<file path="config.mk">
export PLATFORM = sky130hd
export DESIGN_NAME = reg_write_queue
export DESIGN_NICKNAME = d
export VERILOG_FILES = /design/src/rtl/reg_write_queue_pkg.sv /design/src/rtl/reg_write_queue_entry_match.sv /design/src/rtl/reg_write_queue.sv
export SDC_FILE = /design/constraint.sdc
export NUM_CORES = 1
export LEC_CHECK = 0
export CAP_MARGIN = 20
export CORE_MARGIN = 1.5
export CORE_UTILIZATION = 51
export DETAILED_ROUTE_END_ITERATION = 12
export HOLD_SLACK_MARGIN = 0.1
export PLACE_DENSITY_LB_ADDON = 0.1
export SETUP_SLACK_MARGIN = 0.02
export SYNTH_ARGS = -nofsm -noshare
export SYNTH_HDL_FRONTEND = slang
export SYNTH_HIERARCHICAL = 1
export SYNTH_SLANG_ARGS = --single-unit
</file>
<file path="constraint.sdc">
create_clock -name clk -period 4.1 [get_ports clk]
set_input_delay 0.82 -clock clk [delete_from_list [all_inputs] [get_ports clk]]
set_output_delay 0.82 -clock clk [all_outputs]
set_load 0.1 [all_outputs]
</file>
<file path="src/rtl/reg_write_queue_pkg.sv">
// Shared CPU constants and the queued register-write entry type.
package reg_write_queue_pkg;

    localparam int REG_W  = 4;
    localparam int DATA_W = 16;
    localparam logic [REG_W-1:0] ZERO_REG = '0;

    typedef struct packed {
        logic [REG_W-1:0]  dst;
        logic [DATA_W-1:0] data;
    } wr_entry_t;

    // A request only matters if it is valid and does not target R0.
    function automatic logic is_live(input logic valid, input logic [REG_W-1:0] dst);
        return valid && (dst != ZERO_REG);
    endfunction

endpackage

</file>
<file path="src/rtl/reg_write_queue_entry_match.sv">
// Compares one queued write entry against one decode-stage source register.
module reg_write_entry_match
    import reg_write_queue_pkg::*;
(
    input  logic             valid,
    input  logic [REG_W-1:0] entry_dst,
    input  logic [REG_W-1:0] src,
    output logic             hit
);

    assign hit = valid && (src != ZERO_REG) && (entry_dst == src);

endmodule

</file>
<file path="src/rtl/reg_write_queue.sv">
// Ordered queue of pending register-file writes (Mem before Alu), drained one per cycle,
// with a youngest-match lookup for the decode stage.
module reg_write_queue
    import reg_write_queue_pkg::*;
#(
    parameter int DEPTH = 4
) (
    input  logic              clk,
    input  logic              rst,
    input  logic              MemValid,
    input  logic [REG_W-1:0]  MemDst,
    input  logic [DATA_W-1:0] MemData,
    input  logic              AluValid,
    input  logic [REG_W-1:0]  AluDst,
    input  logic [DATA_W-1:0] AluData,
    output logic              Full,
    output logic              WriteReg,
    output logic [REG_W-1:0]  DstReg,
    output logic [DATA_W-1:0] DstData,
    input  logic [REG_W-1:0]  SrcReg1,
    input  logic [REG_W-1:0]  SrcReg2,
    output logic              Hit1,
    output logic              Hit2,
    output logic [DATA_W-1:0] PendData1,
    output logic [DATA_W-1:0] PendData2,
    output logic              Overflow
);

    localparam int PW = $clog2(DEPTH);
    localparam int CW = PW + 1;
    localparam logic [CW-1:0] FULL_AT = CW'(DEPTH - 1);

    wr_entry_t        store [DEPTH];
    logic [PW-1:0]    head;
    logic [PW-1:0]    tail;
    logic [PW-1:0]    tail_p1;
    logic [PW-1:0]    head_next;
    logic [CW-1:0]    count;
    logic [CW-1:0]    remain;
    logic             mem_live;
    logic             alu_live;
    logic             mem_ok;
    logic             alu_ok;
    logic             deq;
    logic [1:0]       n_enq;
    wr_entry_t        mem_ent;
    wr_entry_t        alu_ent;
    wr_entry_t        ent_n;
    logic             wr_n;
    logic [DEPTH-1:0] valid_slot;
    logic [DEPTH-1:0] match1;
    logic [DEPTH-1:0] match2;

    assign Full      = count >= FULL_AT;
    assign mem_live  = is_live(MemValid, MemDst);
    assign alu_live  = is_live(AluValid, AluDst);
    assign mem_ok    = mem_live && !Full;
    assign alu_ok    = alu_live && !Full;
    assign mem_ent   = '{dst: MemDst, data: MemData};
    assign alu_ent   = '{dst: AluDst, data: AluData};
    assign deq       = count != '0;
    assign n_enq     = {1'b0, mem_ok} + {1'b0, alu_ok};
    assign head_next = head + PW'(deq);
    assign tail_p1   = tail + PW'(1);
    assign remain    = count - CW'(deq);

    // The write-port registers always mirror the head that will exist after this edge,
    // bypassing an incoming request straight through when nothing older remains.
    always_comb begin
        wr_n  = 1'b0;
        ent_n = '0;
        if (remain != '0) begin
            wr_n  = 1'b1;
            ent_n = store[head_next];
        end else if (mem_ok) begin
            wr_n  = 1'b1;
            ent_n = mem_ent;
        end else if (alu_ok) begin
            wr_n  = 1'b1;
            ent_n = alu_ent;
        end
    end

    always_ff @(posedge clk) begin
        if (!rst) begin
            head     <= '0;
            tail     <= '0;
            count    <= '0;
            Overflow <= 1'b0;
            WriteReg <= 1'b0;
            DstReg   <= '0;
            DstData  <= '0;
        end else begin
            head     <= head_next;
            tail     <= tail + PW'(n_enq);
            count    <= remain + CW'(n_enq);
            if ((mem_live || alu_live) && Full)
                Overflow <= 1'b1;
            WriteReg <= wr_n;
            DstReg   <= ent_n.dst;
            DstData  <= ent_n.data;
        end
    end

    always_ff @(posedge clk) begin
        if (rst) begin
            if (mem_ok)
                store[tail] <= mem_ent;
            if (alu_ok)
                store[mem_ok ? tail_p1 : tail] <= alu_ent;
        end
    end

    // A slot is live when its age offset from head is below the occupancy.
    always_comb begin
        valid_slot = '0;
        for (int i = 0; i < DEPTH; i++)
            valid_slot[i] = {1'b0, PW'(i) - head} < count;
    end

    for (genvar g = 0; g < DEPTH; g++) begin : g_match
        reg_write_entry_match u_match1 (
            .valid     (valid_slot[g]),
            .entry_dst (store[g].dst),
            .src       (SrcReg1),
            .hit       (match1[g])
        );
        reg_write_entry_match u_match2 (
            .valid     (valid_slot[g]),
            .entry_dst (store[g].dst),
            .src       (SrcReg2),
            .hit       (match2[g])
        );
    end

    // Walk oldest to youngest so the last match seen is the youngest.
    always_comb begin
        logic [PW-1:0] slot;
        slot      = '0;
        Hit1      = 1'b0;
        Hit2      = 1'b0;
        PendData1 = '0;
        PendData2 = '0;
        for (int k = 0; k < DEPTH; k++) begin
            slot = head + PW'(k);
            if (match1[slot]) begin
                Hit1      = 1'b1;
                PendData1 = store[slot].data;
            end
            if (match2[slot]) begin
                Hit2      = 1'b1;
                PendData2 = store[slot].data;
            end
        end
    end

endmodule

</file>
* After elaboration in Yosys (flattened, before gate mapping)
Memories as Yosys holds them, arrays and structs flattened. A register that Yosys moved wholly into a read port is not among the register bits.
Cells that the tools add are included.
** Storage, ports and cells
- Bits in writable memories :: 80
- Flip-flop bits (word level) :: 29
- Input port bits :: 52
- Memories :: 1
- Output and inout port bits :: 57
- Logic and storage cells :: 112
** Memory list
- store :: depth 4, width 20, read ports 9, clocked after Yosys merged registers in 1, write ports 2, line reg_write_queue.sv:33 : wr_entry_t store [DEPTH];
** Operators by class
- Muxes and demuxes :: 45
- Magnitude comparators :: 9
- Reductions and logical operators :: 29
- Equality and inequality tests :: 8
- Add/sub/neg operators :: 13
** Operators with widths (number)
- two-way mux 16 bit :: 8
- two-way mux 20 bit :: 3
- equality test 4 bit :: 8
- two-way mux 1 bit :: 24
- logical AND 1 bit :: 21
- binary-select mux 1 bit (select 2 bit) :: 8
- nonzero test 4 bit :: 4
- < comparator 2 x 3 -> 1 bit :: 4
- < comparator 2 x 3 -> 1 bit, second input constant :: 4
- nonzero test 3 bit :: 2
- adder 2 x 1 -> 2 bit, second input constant :: 2
- adder 2 bit, second input constant :: 2
- two-way mux 2 bit :: 2
- subtractor 1 x 2 -> 2 bit, first input constant :: 2
- subtractor 2 bit, first input constant :: 2
- adder 3 x 2 -> 3 bit :: 1
- >= comparator 3 x 2 -> 1 bit, second input constant :: 1
- subtractor 3 x 1 -> 3 bit :: 1
- adder 1 x 1 -> 2 bit :: 1
- adder 2 x 1 -> 2 bit :: 1
- adder 2 bit :: 1
- zero test 1 bit :: 1
- logical OR 1 bit :: 1

* Depth between registers and ports, before layout
- Word-level depth :: 10
- Depth in mapped cells :: 17
- Depth with buffers taken out :: 11

* Modules after synthesis
Netlist, hierarchy kept.
** Modules (own cells, without submodules)
- reg_write_queue :: cells an instance 614, area each 8018.9 µm², instances 1
- reg_write_entry_match :: cells an instance 8, area each 56.3 µm², instances 8

* Worst setup path after synthesis
No wires, ideal clock.
- Kind :: register -> output
- From :: reg head[0]
- To :: out PendData1[3]
- Arrival :: 5242 ps
- Buffers on the path :: 4
- Cell stages (with the launch flop) :: 15
- Slack :: -1962 ps
- Required time :: 3280 ps
- Cells stage by stage :: dfxtp_1 buf_2 buf_2 buf_2 buf_2 xor2_1 inv_1 ha_1 a21oi_1 or2_2 nand4_1 a21oi_2 nor2_1 mux4_2 a221oi_1
** Between the ends
- Longest elaborated chain between the ends :: 10
- Elaborated cells between the ends (all ways) :: 32
- Classes of those cells :: add/sub (7); order compare (4); mux (12); reduce/logical (8); memory (1)
** RTL lines
- from (decl) :: line reg_write_queue.sv:34 : logic [PW-1:0] head;
- from (signal assigned) :: line reg_write_queue.sv:94 : head <= head_next;
- subtractor 2 bit * :: line reg_write_queue.sv:118 : valid_slot[i] = {1'b0, PW'(i) - head} < count;
- < comparator 2 x 3 -> 1 bit * :: line reg_write_queue.sv:118
- net valid_slot[2] :: line reg_write_queue.sv:50 : logic [DEPTH-1:0] valid_slot;
- logical AND 1 bit * (2 in a row) :: line reg_write_queue_entry_match.sv:11 : assign hit = valid && (src != ZERO_REG) && (entry_dst == src);
- net match1[2] :: line reg_write_queue.sv:51 : logic [DEPTH-1:0] match1;
- binary-select mux 1 bit (select 2 bit) :: line reg_write_queue.sv:146 : if (match1[slot]) begin
- two-way mux 1 bit (not written as such) :: line reg_write_queue.sv:146
- two-way mux 16 bit (3 in a row) :: line reg_write_queue.sv:146
- two-way mux 16 bit * :: line reg_write_queue.sv:146
- to (decl) :: line reg_write_queue.sv:24 : output logic [DATA_W-1:0] PendData1,
The timed path passes the listed nets; every way through them passes the cells marked *. The select of a mux whose other input is x is not followed.

* Final worst setup path
- From :: reg head[0]
- To :: out PendData1[8]
** Between the ends
- Longest elaborated chain between the ends :: 10
- Elaborated cells between the ends (all ways) :: 32
- Classes of those cells :: add/sub (7); order compare (4); mux (12); reduce/logical (8); memory (1)
** RTL lines (line)
- subtractor 1 x 2 -> 2 bit * :: reg_write_queue.sv:118
- < comparator 2 x 3 -> 1 bit * :: reg_write_queue.sv:118
- net valid_slot[0] :: reg_write_queue.sv:50
- logical AND 1 bit * (2 in a row) :: reg_write_queue_entry_match.sv:11
- net match1[0] :: reg_write_queue.sv:51
- binary-select mux 1 bit (select 2 bit) :: reg_write_queue.sv:146
- two-way mux 1 bit (not written as such) :: reg_write_queue.sv:146
- two-way mux 16 bit (3 in a row) :: reg_write_queue.sv:146
- two-way mux 16 bit * :: reg_write_queue.sv:146
Marked as above.

==> results.py <==
metrics = {
    "logic_synthesis": {
        "synth_seq_cells": 109,
        "ys.flop_type": "edfxtp_1",
        "synth_cells": 678,
        "yosys_warnings": 6,
        "netlist.area_leader.share_pct": 28.4,
        "syn_nets": 746,
        "avgSynthCellArea_sq_um": 12.5,
        "synth_area_leaders": "edfxtp_1 28%, mux4_2 24%, mux2_1 10%",
        "synth_cell_types": 48,
        "synth_edf_count": 80,
        "synth_top_area_cell": "edfxtp_1",
        "synthArstFlopShare_pct": 0,
        "synth-seq-area-share_pct": 35.2,
        "synth_area_sq_um": 8470,
    },
    "clock_network": {
        "clkSinkCount": 109,
        "clk_latency_ns": 0.35,
        "ctsLongestPathBuffers": 2,
        "cts_buffers": 9,
        "cts_root_buffer": "clkbuf_16",
        "cts_hold_buf": 0,
        "path_clk_slew_ns": 0.07,
        "cts_tree": "yes",
        "htreeDepth": 3,
    },
    "sta": {
        "tightest_slew_ns": 1.01,
        "rsz0062_at_grt": "yes",
        "final_hold_viol_count": 0,
        "final_max_slew_viol_count": 0,
        "finClkSkew_ns": 0.0104,
        "period_minus_slack_ns": 4.19,
        "setup_viol": 20,
        "worst_slack_ns": -0.0900,
        "timing.final.crit_share_pct": 102,
        "fin_setup_tns_ns": -0.608,
        "whs_ns": 0.498,
        "relSlewSlack_pct": 33.0,
        "clock.fmax_mhz": 239,
    },
    "routing": {
        "drtIter0Drc": 760,
        "vias": 7188,
        "via_per_inst": 6.94,
        "wl_mm": 26.5,
        "avgRoutedWirePerCell_microns": 25.6,
        "dr.pass1.iters": 5,
        "ant_nets": 0,
        "remaining_drc_errors": 0,
    },
    "final_layout": {
        "drive_above_1_share_pct": 39.4,
        "final_core_util_pct": 73.1,
        "synthToLayoutAreaGrowth_pct": 38.6,
        "instances_no_fill": 1036,
        "antennaDiodeCount": 0,
        "final_common_cell": "mux4_2",
        "final_nets": 883,
        "layout_common_cells": "92 x mux4_2, 80 x edfxtp_1, 78 x mux2_1",
    },
    "placement": {
        "place_congestion": 0.893,
        "portBuffers": 108,
        "dp.cells": 1009,
        "hpwlAfterDp_mm": 18.0,
    },
    "power_and_ir_drop": {
        "p_total_mw": 9.04,
        "irDropWorstVdd_mv": 0.563,
        "pwr_density_cell_nw_per_um2": 770,
        "p_leak_nw": 3.88,
    },
    "worst_setup_path": {
        "cp.required_ns": 3.28,
        "end_kind": "output port",
        "crit_arrival_ns": 3.37,
        "worst-setup-path-type": "reg2out",
        "crit_fanout": 7,
        "critPathLaunchType": "flip-flop",
    },
    "floorplan": {
        "die_w_microns": 132,
        "io_pins": 109,
        "rows": 46,
        "start_util_pct": 52.7,
        "core_area_sq_um": 16100,
        "fp.dieH_microns": 132,
        "dieArea_sq_um": 17400,
    },
    "grt": {
        "grt_pass1_vias": 7153,
        "grt_max_degree": 66,
        "antenna_found_initial": 0,
        "overflow": 0,
        "track_usage_pct": 30.5,
        "grt_pass1_wl_mm": 41.0,
    },
    "outcome": {
        "status": "finished with violations",
        "violations": "negative setup slack",
    },
    "worst_hold_path": {
        "hold_class": "reg2reg",
    },
    "job": {
        "maxCapViolCount": 0,
    },
}
synthesized netlist by cell type, types with 2 or more instances:
cell type / count
a21oi_1: 22
a21oi_2: 9
a221oi_1: 36
a22oi_1: 16
a31o_1: 2
and2_1: 5
buf_1: 4
buf_2: 27
buf_4: 2
clkbuf_1: 21
dfxtp_1: 29
edfxtp_1: 80
ha_1: 15
inv_1: 28
mux2_1: 78
mux2_2: 4
mux2i_1: 6
mux4_2: 91
nand2_1: 15
nand2b_1: 3
nand3_1: 4
nand4_1: 9
nor2_1: 30
nor2b_1: 4
nor3_1: 11
nor4bb_1: 2
o21ai_0: 35
o22ai_1: 30
or2_2: 3
or3_1: 10
or4_1: 2
xnor2_1: 28
xor2_1: 2
critical path: stages, from the launching register on:
cell and delay, ns:
dfxtp_4 0.35, xor2_2 0.18, ha_1 0.29, a21oi_2 0.13
or2_4 0.14, buf_4 0.10, nand4_1 0.16, a21oi_4 0.26
nor2b_4 0.08, mux4_2 0.64, buf_4 0.20, a22oi_2 0.22
a21oi_4 0.10, buf_12 0.18
sequential cells by signal (all words and copies together) (netlist names):
name / count
DstData: 16
head: 2
WriteReg: 1
tail: 2
Overflow: 1
count: 3
DstReg: 4
store: 80
worst paths after layout:
| path | slack, ns | to | startpoint | cells after the start |
|---|---|---|---|---|
| worst min-delay path | 0.50 | Overflow | Overflow | 2 |
| worst max-delay path | -0.09 | PendData1[8] | head[0] | 13 |
| worst min register to register | 0.50 | Overflow | Overflow | 2 |
| worst max register to register | 1.06 | DstData[4] | count[0] | 7 |
area by class of cell:
cell class | instances | area, sq um
clock buffer | 11 | 243
tap | 216 | 270
sequential | 109 | 2990
inverter | 29 | 114
clock inverter | 5 | 33.8
timing repair buffer | 179 | 2090
multi-input combinational | 487 | 6000
fill | 1030 | 4320
stage by stage:
| stage | setup WS, ns | cell area [sq um] |
|---|---|---|
| floorplan | -0.229 | 9000 |
| global placement | -0.257 | 10900 |
| detailed placement | -0.390 | 10900 |
| CTS | -0.0152 | 11500 |
| global route | -0.149 | 11700 |
| finish | -0.0900 | 11700 |
what timing repair did:
item                                   in CTS  in global routing
gates resized for setup                    60                 39
setup buffers                               5                  4
cloned                                      2                  1
pin swaps                                  14                 13
setup endpoints to repair                  32                 32
endpoints found under the hold margin       0                  0
kinds of logic after synthesis:
group | synth area share (%)
xor gates and xnor gates | 3.10
buffers and inverters | 4.17
DFF | 35.2
adders and majority gates | 2.45
AOI/OAI and AO/OA | 12.9
and+or+nand+nor | 6.34
muxes | 35.8
power breakdown:
group	switching (mW)	leakage [nW]	internal, mW
clock network	0.386	0.132	0.429
registers	0.238	0.973	1.50
logic	3.92	2.77	2.57
metal layers:
metal	vias up	GRT usage (%)	part of all wire, %
met5	-	0	0
met4	0	8.89	1.9
met3	42	6.88	11
met2	435	46.8	47
met1	3652	43.6	41
li1	3059	-	-
No activity file was read; power rests on OpenSTA's default activity.
